`src/rtl/minsoc_rst_sequencer_pkg.sv`:
```
//------------------------------------------------------------------------------
// Module : minsoc_rst_sequencer_pkg
// Brief  : Shared state encodings, cause-bit indices and defaults for the reset
//          sequencer.
// Rev    : 1.0  initial release
//------------------------------------------------------------------------------
`default_nettype none

package minsoc_rst_sequencer_pkg;

    typedef enum logic [1:0] {
        ST_ASSERT  = 2'd0,
        ST_REL_IC  = 2'd1,
        ST_REL_PER = 2'd2,
        ST_RUN     = 2'd3
    } rst_state_t;

    localparam int c_CAUSE_W   = 5;
    localparam int c_CAUSE_POR = 0;
    localparam int c_CAUSE_EXT = 1;
    localparam int c_CAUSE_WDT = 2;
    localparam int c_CAUSE_DBG = 3;
    localparam int c_CAUSE_SW  = 4;

    localparam int c_DEF_HOLD_CYCLES = 16;
    localparam int c_DEF_STAGE_GAP   = 4;
    localparam int c_DEF_DEBOUNCE    = 8;

    function automatic int max_int(input int a, input int b);
        return (a > b) ? a : b;
    endfunction

endpackage

`default_nettype wire

```
`src/rtl/minsoc_rst_debounce.sv`:
```
//------------------------------------------------------------------------------
// Module : minsoc_rst_debounce
// Brief  : 2-FF synchroniser plus stability counter for the reset button.
// Rev    : 1.0  initial release
//------------------------------------------------------------------------------
`default_nettype none

module minsoc_rst_debounce
    import minsoc_rst_sequencer_pkg::*;
#(
    parameter int DEBOUNCE = c_DEF_DEBOUNCE
) (
    input  logic clock,
    input  logic reset,
    input  logic async_in,
    output logic level_out,
    output logic rise_pulse
);

    localparam int c_CNT_W = $clog2(DEBOUNCE) + 1;
    localparam logic [c_CNT_W-1:0] c_CNT_LAST = c_CNT_W'(DEBOUNCE - 1);

    logic               r_sync1;
    logic               r_sync2;
    logic               r_level;
    logic               r_rise;
    logic [c_CNT_W-1:0] r_cnt;

    always_ff @(posedge clock) begin
        if (reset) begin
            r_sync1 <= 1'b0;
            r_sync2 <= 1'b0;
            r_level <= 1'b0;
            r_rise  <= 1'b0;
            r_cnt   <= '0;
        end else begin
            r_sync1 <= async_in;
            r_sync2 <= r_sync1;
            r_rise  <= 1'b0;
            // Any return to the accepted level restarts the stability count
            if (r_sync2 != r_level) begin
                if (r_cnt == c_CNT_LAST) begin
                    r_level <= r_sync2;
                    r_rise  <= r_sync2;
                    r_cnt   <= '0;
                end else begin
                    r_cnt <= r_cnt + 1'b1;
                end
            end else begin
                r_cnt <= '0;
            end
        end
    end

    assign level_out  = r_level;
    assign rise_pulse = r_rise;

endmodule

`default_nettype wire

```
`src/rtl/minsoc_rst_sequencer.sv`:
```
//------------------------------------------------------------------------------
// Module : minsoc_rst_sequencer
// Brief  : Central reset controller: hold, staged domain release, cause record.
// Rev    : 1.0  initial release
//------------------------------------------------------------------------------
`default_nettype none

module minsoc_rst_sequencer
    import minsoc_rst_sequencer_pkg::*;
#(
    parameter int HOLD_CYCLES = c_DEF_HOLD_CYCLES,
    parameter int STAGE_GAP   = c_DEF_STAGE_GAP,
    parameter int DEBOUNCE    = c_DEF_DEBOUNCE
) (
    input  logic                 clock,
    input  logic                 reset,
    input  logic                 ext_rst_req,
    input  logic                 wdt_rst_req,
    input  logic                 dbg_rst_req,
    input  logic                 sw_rst_req,
    output logic                 rst_ic,
    output logic                 rst_periph,
    output logic                 rst_eth,
    output logic                 rst_cpu,
    output logic                 seq_busy,
    output logic [c_CAUSE_W-1:0] rst_cause
);

    localparam int c_CNT_W = $clog2(max_int(HOLD_CYCLES, STAGE_GAP)) + 1;
    localparam logic [c_CNT_W-1:0] c_HOLD_LAST = c_CNT_W'(HOLD_CYCLES - 1);
    localparam logic [c_CNT_W-1:0] c_GAP_LAST  = c_CNT_W'(STAGE_GAP - 1);
    localparam logic [c_CAUSE_W-1:0] c_CAUSE_RST = c_CAUSE_W'(1) << c_CAUSE_POR;

    logic w_ext_level;
    logic w_ext_rise;

    minsoc_rst_debounce #(
        .DEBOUNCE (DEBOUNCE)
    ) u_debounce (
        .clock      (clock),
        .reset      (reset),
        .async_in   (ext_rst_req),
        .level_out  (w_ext_level),
        .rise_pulse (w_ext_rise)
    );

    rst_state_t           r_state,    w_state_nxt;
    logic [c_CNT_W-1:0]   r_cnt,      w_cnt_nxt;
    logic                 r_rst_ic,   w_rst_ic_nxt;
    logic                 r_rst_per,  w_rst_per_nxt;
    logic                 r_rst_eth,  w_rst_eth_nxt;
    logic                 r_rst_cpu,  w_rst_cpu_nxt;
    logic                 r_busy,     w_busy_nxt;
    logic [c_CAUSE_W-1:0] r_cause,    w_cause_nxt;
    logic [c_CAUSE_W-1:0] w_new_cause;

    always_ff @(posedge clock) begin
        if (reset) begin
            r_state   <= ST_ASSERT;
            r_cnt     <= '0;
            r_rst_ic  <= 1'b1;
            r_rst_per <= 1'b1;
            r_rst_eth <= 1'b1;
            r_rst_cpu <= 1'b1;
            r_busy    <= 1'b1;
            r_cause   <= c_CAUSE_RST;
        end else begin
            r_state   <= w_state_nxt;
            r_cnt     <= w_cnt_nxt;
            r_rst_ic  <= w_rst_ic_nxt;
            r_rst_per <= w_rst_per_nxt;
            r_rst_eth <= w_rst_eth_nxt;
            r_rst_cpu <= w_rst_cpu_nxt;
            r_busy    <= w_busy_nxt;
            r_cause   <= w_cause_nxt;
        end
    end

    always_comb begin
        w_new_cause              = '0;
        w_new_cause[c_CAUSE_EXT] = w_ext_rise;
        w_new_cause[c_CAUSE_WDT] = wdt_rst_req;
        w_new_cause[c_CAUSE_DBG] = dbg_rst_req;
        w_new_cause[c_CAUSE_SW]  = sw_rst_req;
    end

    always_comb begin
        w_state_nxt   = r_state;
        w_cnt_nxt     = r_cnt;
        w_rst_ic_nxt  = r_rst_ic;
        w_rst_per_nxt = r_rst_per;
        w_rst_eth_nxt = r_rst_eth;
        w_rst_cpu_nxt = r_rst_cpu;
        w_busy_nxt    = r_busy;
        w_cause_nxt   = r_cause;

        if (|w_new_cause) begin
            w_state_nxt   = ST_ASSERT;
            w_cnt_nxt     = '0;
            w_rst_ic_nxt  = 1'b1;
            w_rst_per_nxt = 1'b1;
            w_rst_eth_nxt = 1'b1;
            w_rst_cpu_nxt = 1'b1;
            w_busy_nxt    = 1'b1;
            // A fresh sequence starts a fresh cause record; a restart accumulates
            w_cause_nxt   = (r_state == ST_RUN) ? w_new_cause : (r_cause | w_new_cause);
        end else begin
            case (r_state)
                ST_ASSERT: begin
                    if (w_ext_level) begin
                        w_cnt_nxt = '0;
                    end else if (r_cnt == c_HOLD_LAST) begin
                        w_state_nxt  = ST_REL_IC;
                        w_cnt_nxt    = '0;
                        w_rst_ic_nxt = 1'b0;
                    end else begin
                        w_cnt_nxt = r_cnt + 1'b1;
                    end
                end
                ST_REL_IC: begin
                    if (r_cnt == c_GAP_LAST) begin
                        w_state_nxt   = ST_REL_PER;
                        w_cnt_nxt     = '0;
                        w_rst_per_nxt = 1'b0;
                        w_rst_eth_nxt = 1'b0;
                    end else begin
                        w_cnt_nxt = r_cnt + 1'b1;
                    end
                end
                ST_REL_PER: begin
                    if (r_cnt == c_GAP_LAST) begin
                        w_state_nxt   = ST_RUN;
                        w_cnt_nxt     = '0;
                        w_rst_cpu_nxt = 1'b0;
                        w_busy_nxt    = 1'b0;
                    end else begin
                        w_cnt_nxt = r_cnt + 1'b1;
                    end
                end
                ST_RUN: begin
                    w_cnt_nxt = '0;
                end
                default: begin
                    w_state_nxt = ST_ASSERT;
                    w_cnt_nxt   = '0;
                end
            endcase
        end
    end

    assign rst_ic     = r_rst_ic;
    assign rst_periph = r_rst_per;
    assign rst_eth    = r_rst_eth;
    assign rst_cpu    = r_rst_cpu;
    assign seq_busy   = r_busy;
    assign rst_cause  = r_cause;

endmodule

`default_nettype wire

```
`config.mk`:
```
export PLATFORM = sky130hd
export DESIGN_NAME = minsoc_rst_sequencer
export DESIGN_NICKNAME = d
export VERILOG_FILES = /design/src/rtl/minsoc_rst_sequencer_pkg.sv /design/src/rtl/minsoc_rst_debounce.sv /design/src/rtl/minsoc_rst_sequencer.sv
export SDC_FILE = /design/constraint.sdc
export NUM_CORES = 1
export LEC_CHECK = 0
export BUFFER_PORTS_ARGS = -buffer_cell sky130_fd_sc_hd__buf_4
export CAP_MARGIN = 0
export CORE_MARGIN = 8
export CORE_UTILIZATION = 30
export CTS_BUF_LIST = sky130_fd_sc_hd__clkbuf_4
export DETAILED_ROUTE_END_ITERATION = 6
export SKIP_LAST_GASP = 1
export SLEW_MARGIN = 10
export SYNTH_ARGS = -nofsm -noshare
export SYNTH_HDL_FRONTEND = slang
export SYNTH_HIERARCHICAL = 1
export SYNTH_SLANG_ARGS = --single-unit
```
`constraint.sdc`:
```
create_clock -name clock -period 1.7 [get_ports clock]
set_input_delay 0.085 -clock clock [delete_from_list [all_inputs] [get_ports clock]]
set_output_delay 0.085 -clock clock [all_outputs]
set_load 0.01 [all_outputs]
```
==> key figures <==
Synthesis
  – Sequential-to-total area share from yosys stat: 44.02%
  – Warnings from Yosys: 6
  – Synth top area share: 44.02%
  – Syn_area_per_cell: 10.25 µm²
  – Post-synth cell types: 29
  – FF+latch count, synth: 23
  – Top cells by area, synth: dfxtp_1, ha_1, xor2_1
  – Area leader, netlist: dfxtp_1
  – Synthesized area: 1046 µm²
  – Fraction of registers with async set/reset: 0%
  – Net count after synthesis: 117
  – Primary FF master, synth: dfxtp_1
  – Post-synth EDFFs: 0
  – Mapped Cells: 102

Worst setup path
  – WP data arrival: 1850 ps
  – Worst reg2reg setup slack: 70 ps
  – WP buf/inv: 1
  – Worst path cell trace: ha_1 -> o41ai_4 -> a21oi_1 -> nor2_1 -> dlygate4sd3_1
  – CP Capture Point: rst_cause[2]
  – Reg2reg end: rst_cause[2]
  – Critical Path Max Stage Delay: 540 ps
  – Critical setup path kind: flip-flop to flip-flop
  – CP max FO: 5
  – R2R cell count: 5
  – Required @ worst endpoint: 1920 ps
  – Crit start category: flip-flop
  – Critical path depth in cells: 5
  – Worst Setup End Kind: flip-flop
  – CP startpoint: r_state[1]
  – Max stage delay cell, worst path: dlygate4sd3_1
  – Reg2reg start: r_state[1]
  – Delay-heaviest family, CP: buffers and inverters

Detailed routing
  – DR WL/cell: 11.60 µm
  – DR DRC count: 0
  – Initial drt markers: 55
  – Vias: 779
  – Detailed Route WL: 1961 µm
  – TritonRoute pass-1 iters: 4
  – Detail Route Antenna Nets: 0
  – Vias/cell: 4.609

Power and ir drop
  – Power Dens Cells: 669.2 nW/µm²
  – Max VDD drop: 204.4 µV
  – Power consumption: 0.0008633 W
  – Leak pwr: 0.5478 nW

Placement
  – Final Wtd Congestion: 0.8374
  – Number of buffers added on ports: 15
  – Hpwl dp: 1474 µm

Clock tree
  – Clk slew on worst S/H paths: 130 ps
  – CTS Sinks: 23
  – Max Root-Sink Buffers: 2
  – CTS tree: built
  – Clk_lat worst skew: 310 ps
  – H-tree depth: 1
  – Clock Root Buffer: clkbuf_4
  – CTS Buf Count: 3
  – Setup Fix Bufs, Post-CTS: 0

Die
  – Chip Width: 75.05 µm
  – Row cnt: 21
  – Initial Util: 31.35%
  – # IOs: 16
  – Die area: 5633 µm²
  – Core Area: 3337 µm²
  – Die height: 75.05 µm

Timing
  – Worst slew margin: 70.30%
  – Final setup violation count: 0
  – Max Fclk: 0.6139 GHz
  – Minimum hold slack: 26.90 ps
  – Worst Tran Pin Value: 444.3 ps
  – Fin crit period: 1629 ps
  – Unrepaired setup endpoints after global routing: yes
  – Clk_skew: 6.429 ps
  – Slew Viols, Final: 0
  – Hold Fails Final Rpt: 0
  – Period utilization: 95.83%

Global route
  – Global-route wire length before repair: 3332 µm
  – All-layer global routing usage: 7.646%
  – Antenna violations before repair: 0
  – Largest net degree at the start of global routing: 15
  – Vias in the first global route: 752
  – Remaining Overflow, GRT: 0

Final layout
  – Commonest cells after routing, fill and taps aside: dfxtp_1, buf_4, inv_1, nor2_1, ha_1
  – Fin nets: 139
  – Proportion of layout cells with a drive suffix above 1: 21.95%
  – Area grow syn2layout: 23.33%
  – Final core occ: 38.66%
  – Inserted Diodes: 0
  – Most common cell after layout, fill and taps aside: dfxtp_1

Hold path
  – Hold WC Path Type: input port to flip-flop

Status
  – Status: complete, no violations

Run
  – Maximum capacitance violations: 0
==> registers in the layout, summed over array words and instances (netlist names) <==
name	count
r_cnt	5
r_state	2
rst_cause	5
rst_eth	1
rst_ic	1
seq_busy	1
u_debounce/level_out	1
u_debounce/r_cnt	4
u_debounce/r_sync1	1
u_debounce/r_sync2	1
u_debounce/rise_pulse	1
==> metal layers <==
layer  vias up  global-route usage (%)  routed length (µm)  share of wire, %
met5         -                       0                   0                 0
met1       370                   9.015                 906                46
met3         4                  0.9321                  48               2.4
met2         8                   12.57                 959                49
li1        397                       -                   -                 -
met4         0                   5.217                  46               2.3
==> power breakdown <==
group | internal [W] | leakage, nW | switching (W) | total [W]
combinational | 0.0000278 | 0.347 | 0.0000245 | 0.0000523
sequential | 0.000548 | 0.187 | 0.00000458 | 0.000552
clock | 0.0000897 | 0.0139 | 0.000169 | 0.000259
total | 0.000665 | 0.548 | 0.000198 | 0.000863
==> synthesized netlist by cell type (2+ instances only) <==
| cell type | n |
|---|---|
| ha_1 | 9 |
| nor3b_1 | 2 |
| mux2i_1 | 2 |
| nor2b_1 | 3 |
| xor2_1 | 4 |
| a21oi_1 | 5 |
| nand2_1 | 5 |
| nand3b_1 | 3 |
| nor2_1 | 9 |
| dfxtp_1 | 23 |
| a21o_1 | 4 |
| inv_1 | 9 |
| nor3_1 | 3 |
| buf_4 | 2 |
| nand3_1 | 5 |
==> kinds of logic (layout without fill, tap and decap cells) <==
logic type / count (synthesis) / count (layout) / share of synthesized area [%]
AO/OA/AOI/OAI: 15 / 15 / 12.32
XOR/XNOR: 5 / 5 / 4.186
adder cells (fa/ha/maj): 9 / 9 / 10.77
buffers and inverters: 11 / 32 / 4.664
flip-flops: 23 / 23 / 44.02
multiplexers: 2 / 2 / 1.914
AND/OR/NAND/NOR: 37 / 37 / 22.13
==> cell type report <==
| cell class | instances | area, µm² |
|---|---|---|
| clock buffer | 3 | 22.52 |
| timing repair buffer | 19 | 152.6 |
| tap | 46 | 57.56 |
| inverter | 9 | 33.78 |
| sequential | 23 | 460.4 |
| clock inverter | 1 | 7.507 |
| multi-input combinational | 68 | 555.5 |
| fill | 345 | 2047 |
==> how the worst min path moves through the flow <==
stage | slack, ps | cells past startpoint | endpoint | startpoint
CTS | 4 | 3 | rst_cause[4] | sw_rst_req
finish | 30 | 3 | rst_cause[4] | sw_rst_req
floorplan | 160 | 1 | u_debounce/r_sync1 | reset
global route | 30 | 3 | rst_cause[3] | dbg_rst_req
global placement | 300 | 2 | u_debounce/r_sync1 | ext_rst_req
detailed placement | 300 | 2 | u_debounce/r_sync1 | ext_rst_req
==> metrics by stage <==
step	cells	area, µm²	worst slack, ps	setup TNS (ps)
2_1_floorplan	102	1046	234.4	0
3_3_place_gp	161	1201	159.3	0
3_5_place_dp	161	1201	79.70	0
4_1_cts	169	1271	18.94	0
5_1_grt	169	1290	-39.91	-53.85
6_report	169	1290	70.95	0
==> timing repair <==
action	4_1_cts	5_1_grt
setup endpoints to repair	0	8
resized for setup	0	3
hold buffers	4	0
hold endpoints to repair	6	0
==> worst register-to-register path: stages (launching register included) <==
cell and delay, ps:
dfxtp_1 410, ha_1 250, o41ai_4 130, a21oi_1 160, nor2_1 50, dlygate4sd3_1 540
No activity file was read; power rests on OpenSTA's default activity.
